## config.mk

```make
export PLATFORM = sky130hd
export DESIGN_NAME = imager_roi_crop
export DESIGN_NICKNAME = d
export VERILOG_FILES = /design/src/rtl/imager_roi_crop.sv
export SDC_FILE = /design/constraint.sdc
export NUM_CORES = 1
export LEC_CHECK = 0
export BUFFER_PORTS_ARGS = -buffer_cell sky130_fd_sc_hd__clkbuf_2
export CORE_MARGIN = 2
export CORE_UTILIZATION = 30
export DETAILED_ROUTE_END_ITERATION = 10
export GPL_TIMING_DRIVEN = 0
export PLACE_DENSITY_LB_ADDON = 0.08
export SLEW_MARGIN = 20
export SYNTH_ARGS = -nofsm -noshare
export SYNTH_HDL_FRONTEND = slang
export SYNTH_SLANG_ARGS = --single-unit
```

## constraint.sdc

```tcl
create_clock -name clki -period 6 [get_ports clki]
set_clock_uncertainty 0.2 [all_clocks]
set_input_delay 1.5 -clock clki [delete_from_list [all_inputs] [get_ports clki]]
set_output_delay 1.5 -clock clki [all_outputs]
set_load 0.02 [all_outputs]
```

## src/rtl/imager_roi_crop.sv

```systemverilog
// imager_roi_crop: region-of-interest crop for the typed dvi/dtypei/datai
// image stream. Pixels and row markers outside a programmable window are
// dropped and row-start indices are renumbered window-relative; frame,
// header and unknown types always pass. One cycle of latency, no stalls.
module imager_roi_crop #(
  parameter int DATA_WIDTH  = 16,
  parameter int DIM_WIDTH   = 16,
  parameter int DTYPE_WIDTH = 4
) (
  input  logic                   clki,
  input  logic                   resetb_clki,
  input  logic                   enable,
  input  logic [DIM_WIDTH-1:0]   roi_row_start,
  input  logic [DIM_WIDTH-1:0]   roi_num_rows,
  input  logic [DIM_WIDTH-1:0]   roi_col_start,
  input  logic [DIM_WIDTH-1:0]   roi_num_cols,
  input  logic                   dvi,
  input  logic [DTYPE_WIDTH-1:0] dtypei,
  input  logic [DATA_WIDTH-1:0]  datai,
  output logic                   dvo,
  output logic [DTYPE_WIDTH-1:0] dtypeo,
  output logic [DATA_WIDTH-1:0]  datao,
  output logic [DIM_WIDTH-1:0]   out_rows,
  output logic [DIM_WIDTH-1:0]   out_cols
);

  // Data type codes, same values as the shared dtypes table.
  localparam logic [DTYPE_WIDTH-1:0] DTYPE_FRAME_START  = DTYPE_WIDTH'(1);
  localparam logic [DTYPE_WIDTH-1:0] DTYPE_FRAME_END    = DTYPE_WIDTH'(2);
  localparam logic [DTYPE_WIDTH-1:0] DTYPE_ROW_START    = DTYPE_WIDTH'(3);
  localparam logic [DTYPE_WIDTH-1:0] DTYPE_ROW_END      = DTYPE_WIDTH'(4);
  localparam logic [DTYPE_WIDTH-1:0] DTYPE_PIXEL        = DTYPE_WIDTH'(5);

  localparam logic [DIM_WIDTH-1:0] DIM_ONE = DIM_WIDTH'(1);

  function automatic logic [DIM_WIDTH-1:0] sat_inc(input logic [DIM_WIDTH-1:0] v);
    return (&v) ? v : v + DIM_ONE;
  endfunction

  // Shadow window registers, loaded at FRAME_START.
  logic                 enable_f_q, enable_f_d;
  logic [DIM_WIDTH-1:0] rs_q, rs_d, nr_q, nr_d, cs_q, cs_d, nc_q, nc_d;

  // Position and emitted-beat counters.
  logic [DIM_WIDTH-1:0] row_cnt_q, row_cnt_d, col_cnt_q, col_cnt_d;
  logic [DIM_WIDTH-1:0] ocol_cnt_q, ocol_cnt_d, orow_cnt_q, orow_cnt_d;
  logic [DIM_WIDTH-1:0] out_rows_q, out_rows_d, out_cols_q, out_cols_d;

  // Registered output beat.
  logic                   dvo_q, dvo_d;
  logic [DTYPE_WIDTH-1:0] dtypeo_q, dtypeo_d;
  logic [DATA_WIDTH-1:0]  datao_q, datao_d;

  logic                 row_in, col_in, keep;
  logic [DIM_WIDTH:0]   row_end_x, col_end_x;
  logic [DIM_WIDTH-1:0] rel_row;

  // Window membership of the current beat; sums carry an extra bit so a
  // window running past the counter range cannot wrap.
  always_comb begin
    row_end_x = {1'b0, rs_q} + {1'b0, nr_q};
    col_end_x = {1'b0, cs_q} + {1'b0, nc_q};
    row_in    = (row_cnt_q >= rs_q) && ({1'b0, row_cnt_q} < row_end_x);
    col_in    = (col_cnt_q >= cs_q) && ({1'b0, col_cnt_q} < col_end_x);
    rel_row   = row_cnt_q - rs_q;
  end

  // Forward/drop decision for the incoming beat.
  always_comb begin
    keep = 1'b0;
    if (dvi) begin
      case (dtypei)
        DTYPE_ROW_START, DTYPE_ROW_END: keep = !enable_f_q || row_in;
        DTYPE_PIXEL:                    keep = !enable_f_q || (row_in && col_in);
        default:                        keep = 1'b1;
      endcase
    end
  end

  // Output beat: zeros on bubbles, renumbered index on kept ROW_START.
  always_comb begin
    dvo_d    = keep;
    dtypeo_d = '0;
    datao_d  = '0;
    if (keep) begin
      dtypeo_d = dtypei;
      if (enable_f_q && (dtypei == DTYPE_ROW_START))
        datao_d = DATA_WIDTH'(rel_row);
      else
        datao_d = datai;
    end
  end

  // Shadow load, counter updates and frame statistics.
  always_comb begin
    enable_f_d = enable_f_q;
    rs_d       = rs_q;
    nr_d       = nr_q;
    cs_d       = cs_q;
    nc_d       = nc_q;
    row_cnt_d  = row_cnt_q;
    col_cnt_d  = col_cnt_q;
    ocol_cnt_d = ocol_cnt_q;
    orow_cnt_d = orow_cnt_q;
    out_rows_d = out_rows_q;
    out_cols_d = out_cols_q;
    if (dvi) begin
      case (dtypei)
        DTYPE_FRAME_START: begin
          enable_f_d = enable;
          rs_d       = roi_row_start;
          nr_d       = roi_num_rows;
          cs_d       = roi_col_start;
          nc_d       = roi_num_cols;
          row_cnt_d  = '0;
          col_cnt_d  = '0;
          ocol_cnt_d = '0;
          orow_cnt_d = '0;
        end
        DTYPE_FRAME_END: begin
          out_rows_d = orow_cnt_q;
          out_cols_d = ocol_cnt_q;
        end
        DTYPE_ROW_START: begin
          col_cnt_d = '0;
          // Only an emitted row restarts the emitted-pixel count, so that
          // trailing dropped rows leave the last emitted row's width intact.
          if (keep) ocol_cnt_d = '0;
        end
        DTYPE_ROW_END: begin
          row_cnt_d = sat_inc(row_cnt_q);
          if (keep) orow_cnt_d = sat_inc(orow_cnt_q);
        end
        DTYPE_PIXEL: begin
          col_cnt_d = sat_inc(col_cnt_q);
          if (keep) ocol_cnt_d = sat_inc(ocol_cnt_q);
        end
        default: ;
      endcase
    end
  end

  // State registers with asynchronous active-low reset.
  always_ff @(posedge clki or negedge resetb_clki) begin
    if (!resetb_clki) begin
      enable_f_q <= 1'b0;
      rs_q       <= '0;
      nr_q       <= '0;
      cs_q       <= '0;
      nc_q       <= '0;
      row_cnt_q  <= '0;
      col_cnt_q  <= '0;
      ocol_cnt_q <= '0;
      orow_cnt_q <= '0;
      out_rows_q <= '0;
      out_cols_q <= '0;
      dvo_q      <= 1'b0;
      dtypeo_q   <= '0;
      datao_q    <= '0;
    end else begin
      enable_f_q <= enable_f_d;
      rs_q       <= rs_d;
      nr_q       <= nr_d;
      cs_q       <= cs_d;
      nc_q       <= nc_d;
      row_cnt_q  <= row_cnt_d;
      col_cnt_q  <= col_cnt_d;
      ocol_cnt_q <= ocol_cnt_d;
      orow_cnt_q <= orow_cnt_d;
      out_rows_q <= out_rows_d;
      out_cols_q <= out_cols_d;
      dvo_q      <= dvo_d;
      dtypeo_q   <= dtypeo_d;
      datao_q    <= datao_d;
    end
  end

  assign dvo      = dvo_q;
  assign dtypeo   = dtypeo_q;
  assign datao    = datao_q;
  assign out_rows = out_rows_q;
  assign out_cols = out_cols_q;

endmodule

```

==> impl_metrics.py <==
metrics = {
    "final_layout": {
        "ff_latch_area_um2": 4554,
        "final_nets": 1510,
        "syn2layout_area_growth_pct": 18.09,
        "drive_gt1_share_pct": 16.97,
        "fillers": 3732,
        "final_cell_mix": "201 x nand2_1, 182 x dfrtp_1, 138 x clkbuf_2",
        "final_common_cell": "nand2_1",
        "fin_util_pct": 35.82,
        "stdcell_area_um2": 12710,
        "multi_input_area_um2": 5846,
    },
    "timing": {
        "max_freq_mhz": 187.7,
        "rsz0062_at_grt": "no",
        "fin_crit_ns": 5.328,
        "post-route-period-util_pct": 88.80,
        "tightestPinTransition_ns": 0.8210,
        "slew_headroom_pct": 44.54,
        "setup_viol": 0,
        "finalHoldViolCount": 0,
        "slew_violations": 0,
    },
    "worst_setup_path": {
        "start_kind": "flop",
        "path_cells": "ha_1 > fa_1 > a21oi_1 > nor2b_1 > o21ai_0 > a21oi_1 > o21ai_0 > nand2b_1 > a21oi_1 > xor2_1 > ha_1 > a21oi_1 > o21ai_0 > nand2b_1 > o22ai_1 > a21oi_1 > a41oi_1 > a211oi_4 > o21ai_1 > buf_2 > buf_2 > nor2_1",
        "worstSetupEndpointType": "flop",
        "worst_path_max_delay_cell": "a41oi_1",
        "crit_top_cell": "a21oi_1",
        "max_stage_delay_ns": 0.65,
        "cp.required_ns": 6.13,
        "critical_path_class": "reg2reg",
        "critPathBufInv": 2,
        "cp.arrival_ns": 5.45,
        "path_max_fanout": 10,
        "crit_family": "compound AO/OA/AOI/OAI gates",
    },
    "logic_synthesis": {
        "yosys-top-cells-area": "dfrtp_1 42%, ha_1 11%, nand2_1 7.0%",
        "synth-async-reset-ratio_pct": 100.0,
        "ys_ff_latch": 182,
        "ys_seq_area_share_pct": 42.31,
        "synth_nets": 1350,
        "synth-edff-count": 0,
        "ys_warn_count": 0,
        "dominantRegCellSynth": "dfrtp_1",
        "netlist-cell-type-count": 67,
        "synth_area_per_cell_um2": 9.271,
        "synth.top_cell.area_share_pct": 42.31,
        "synth_top_cell_by_area": "dfrtp_1",
        "netlist_area_um2": 10760,
        "synthCells": 1161,
    },
    "placement": {
        "hpwlAfterDp_um": 23520,
        "place_area_um2": 12100,
        "io_buffers": 139,
        "routabilityCongestion": 0.7794,
    },
    "worst_hold_path": {
        "hold_class": "reg2reg",
    },
    "clock_network": {
        "cts_sinks": 182,
        "cts_tree": "built",
        "cts_hold_buf": 0,
        "cts_buffers": 17,
        "postCtsSetupBuffers": 0,
        "cts_root_buf": "clkbuf_16",
        "post_cts_resized": 0,
        "h-tree-depth": 4,
        "clock_path_buffers": 2,
        "cts.clk_slew.worst_paths_ns": 0.07,
        "insertion_delay_ns": 0.44,
    },
    "global_route": {
        "grt_antenna_before_repair": 1,
        "grt-ovfl-total": 0,
        "grt_pass1_wl_um": 48790,
        "grt_max_degree": 85,
        "track_usage_pct": 16.59,
        "grt_pass1_vias": 8868,
    },
    "route": {
        "drc": 0,
        "ant_nets": 0,
        "drt-total-wl_um": 30140,
        "dr.pass1.iters": 4,
        "vias": 8637,
        "wl_per_cell_um": 16.80,
        "drt-initial-drc-count": 292,
        "via_per_inst": 4.814,
    },
    "floorplan": {
        "start_util_pct": 30.34,
        "core_um2": 35480,
        "num_io_pins": 141,
        "die_x_um": 193.4,
        "die_y_um": 193.4,
        "fp.dieArea_um2": 37410,
        "num_rows": 69,
    },
    "flow_run": {
        "drv_cap": 0,
    },
    "power_and_ir_drop": {
        "powerDensity_nw_per_um2": 298.9,
        "p_leak_nw": 6.263,
        "irDropWorstVdd_mv": 0.1977,
    },
    "run_status": {
        "status": "finished, final reports clean",
    },
}
-- kinds of logic after synthesis --
family	synth area share, %
buffers and inverters	3.382
DFF	42.31
xor gates and xnor gates	5.533
muxes	3.301
AOI/OAI and AO/OA	15.09
and+or+nand+nor	18.44
adders and majority gates	11.95
-- per-layer routing --
| metal | share of wire (%) | GRT usage (%) | vias up |
|---|---|---|---|
| li1 | - | - | 4378 |
| met1 | 47 | 22.00 | 4112 |
| met2 | 49 | 28.07 | 125 |
| met3 | 2.9 | 2.842 | 22 |
| met4 | 1.3 | 4.128 | 0 |
| met5 | 0 | 0 | - |
-- cells in the mapped netlist, types with 9 or more instances --
cell type / instances
and3_1: 11
a211oi_1: 11
o21a_1: 11
and2_1: 10
nor2_1: 89
nand4_1: 20
mux2_2: 28
dfrtp_1: 182
nand3_1: 27
nand2_1: 201
or3_1: 9
o21ai_0: 77
clkbuf_1: 26
nor3_1: 16
ha_1: 98
xnor2_1: 27
inv_1: 56
a21oi_1: 64
xor2_1: 41
nand2b_1: 17
a21o_1: 16
-- registers in the layout, summed over array words and instances, names as in the netlist, 4 cells and up --
register and cells:
col_cnt_q 16, cs_q 16, datao 16, nc_q 16
nr_q 16, ocol_cnt_q 16, orow_cnt_q 16, out_cols 16
out_rows 16, row_cnt_q 16, rs_q 16, dtypeo 4
-- worst register-to-register path, delay by kind of cell, from the launching register on --
kind	cells	cell delay (ns)
buffers and inverters	2	0.60
AOI/OAI and AO/OA	12	2.51
DFF	1	0.47
adders and majority gates	3	1.00
xor gates and xnor gates	1	0.11
and+or+nand+nor	4	0.32
-- cell type report --
class,instances,area share (%)
Timing Repair Buffer,141,5.975
Tap cell,461,4.538
Antenna cell,1,0.01969
Sequential cell,182,35.83
Multi-Input combinational cell,888,45.99
Inverter,56,1.654
Clock buffer,18,3.455
Buffer,35,1.211
Clock inverter,12,1.329
-- final timing paths --
check                             from  slack [ns]  cells past startpoint           to
max                            cs_q[0]        0.67                     22     datao[9]
min                         enable_f_q        0.28                      2   enable_f_q
max reg2reg                    cs_q[0]        0.67                     22     datao[9]
min reg2reg                 enable_f_q        0.28                      2   enable_f_q
max in group asynchronous  resetb_clki        4.11                      2  out_rows[7]
min in group asynchronous  resetb_clki        0.75                      1      nc_q[9]
-- power by group --
group	switching (W)	leakage, nW	internal [W]
sequential	0.0000944	2.40	0.00135
clock	0.000518	0.297	0.000672
combinational	0.000673	3.56	0.000495
total	0.00129	6.26	0.00251
-- per-stage QoR --
stage | TNS, ns | hold WS (ns) | power, W | instances | worst slack (ns)
global placement | -116.61 | 0.2621 | 0.002630 | 1761 | -0.6684
global route | 0 | 0.3135 | 0.004097 | 1794 | 0.2045
CTS | 0 | 0.2830 | 0.003871 | 1793 | 0.5659
floorplan | 0 | 0.2467 | 0.002306 | 1161 | 1.519
finish | 0 | 0.2803 | 0.003800 | 1794 | 0.6719
detailed placement | 0 | 0.2643 | 0.002640 | 1763 | 0.5959
Power figures use the tool's default switching activity.
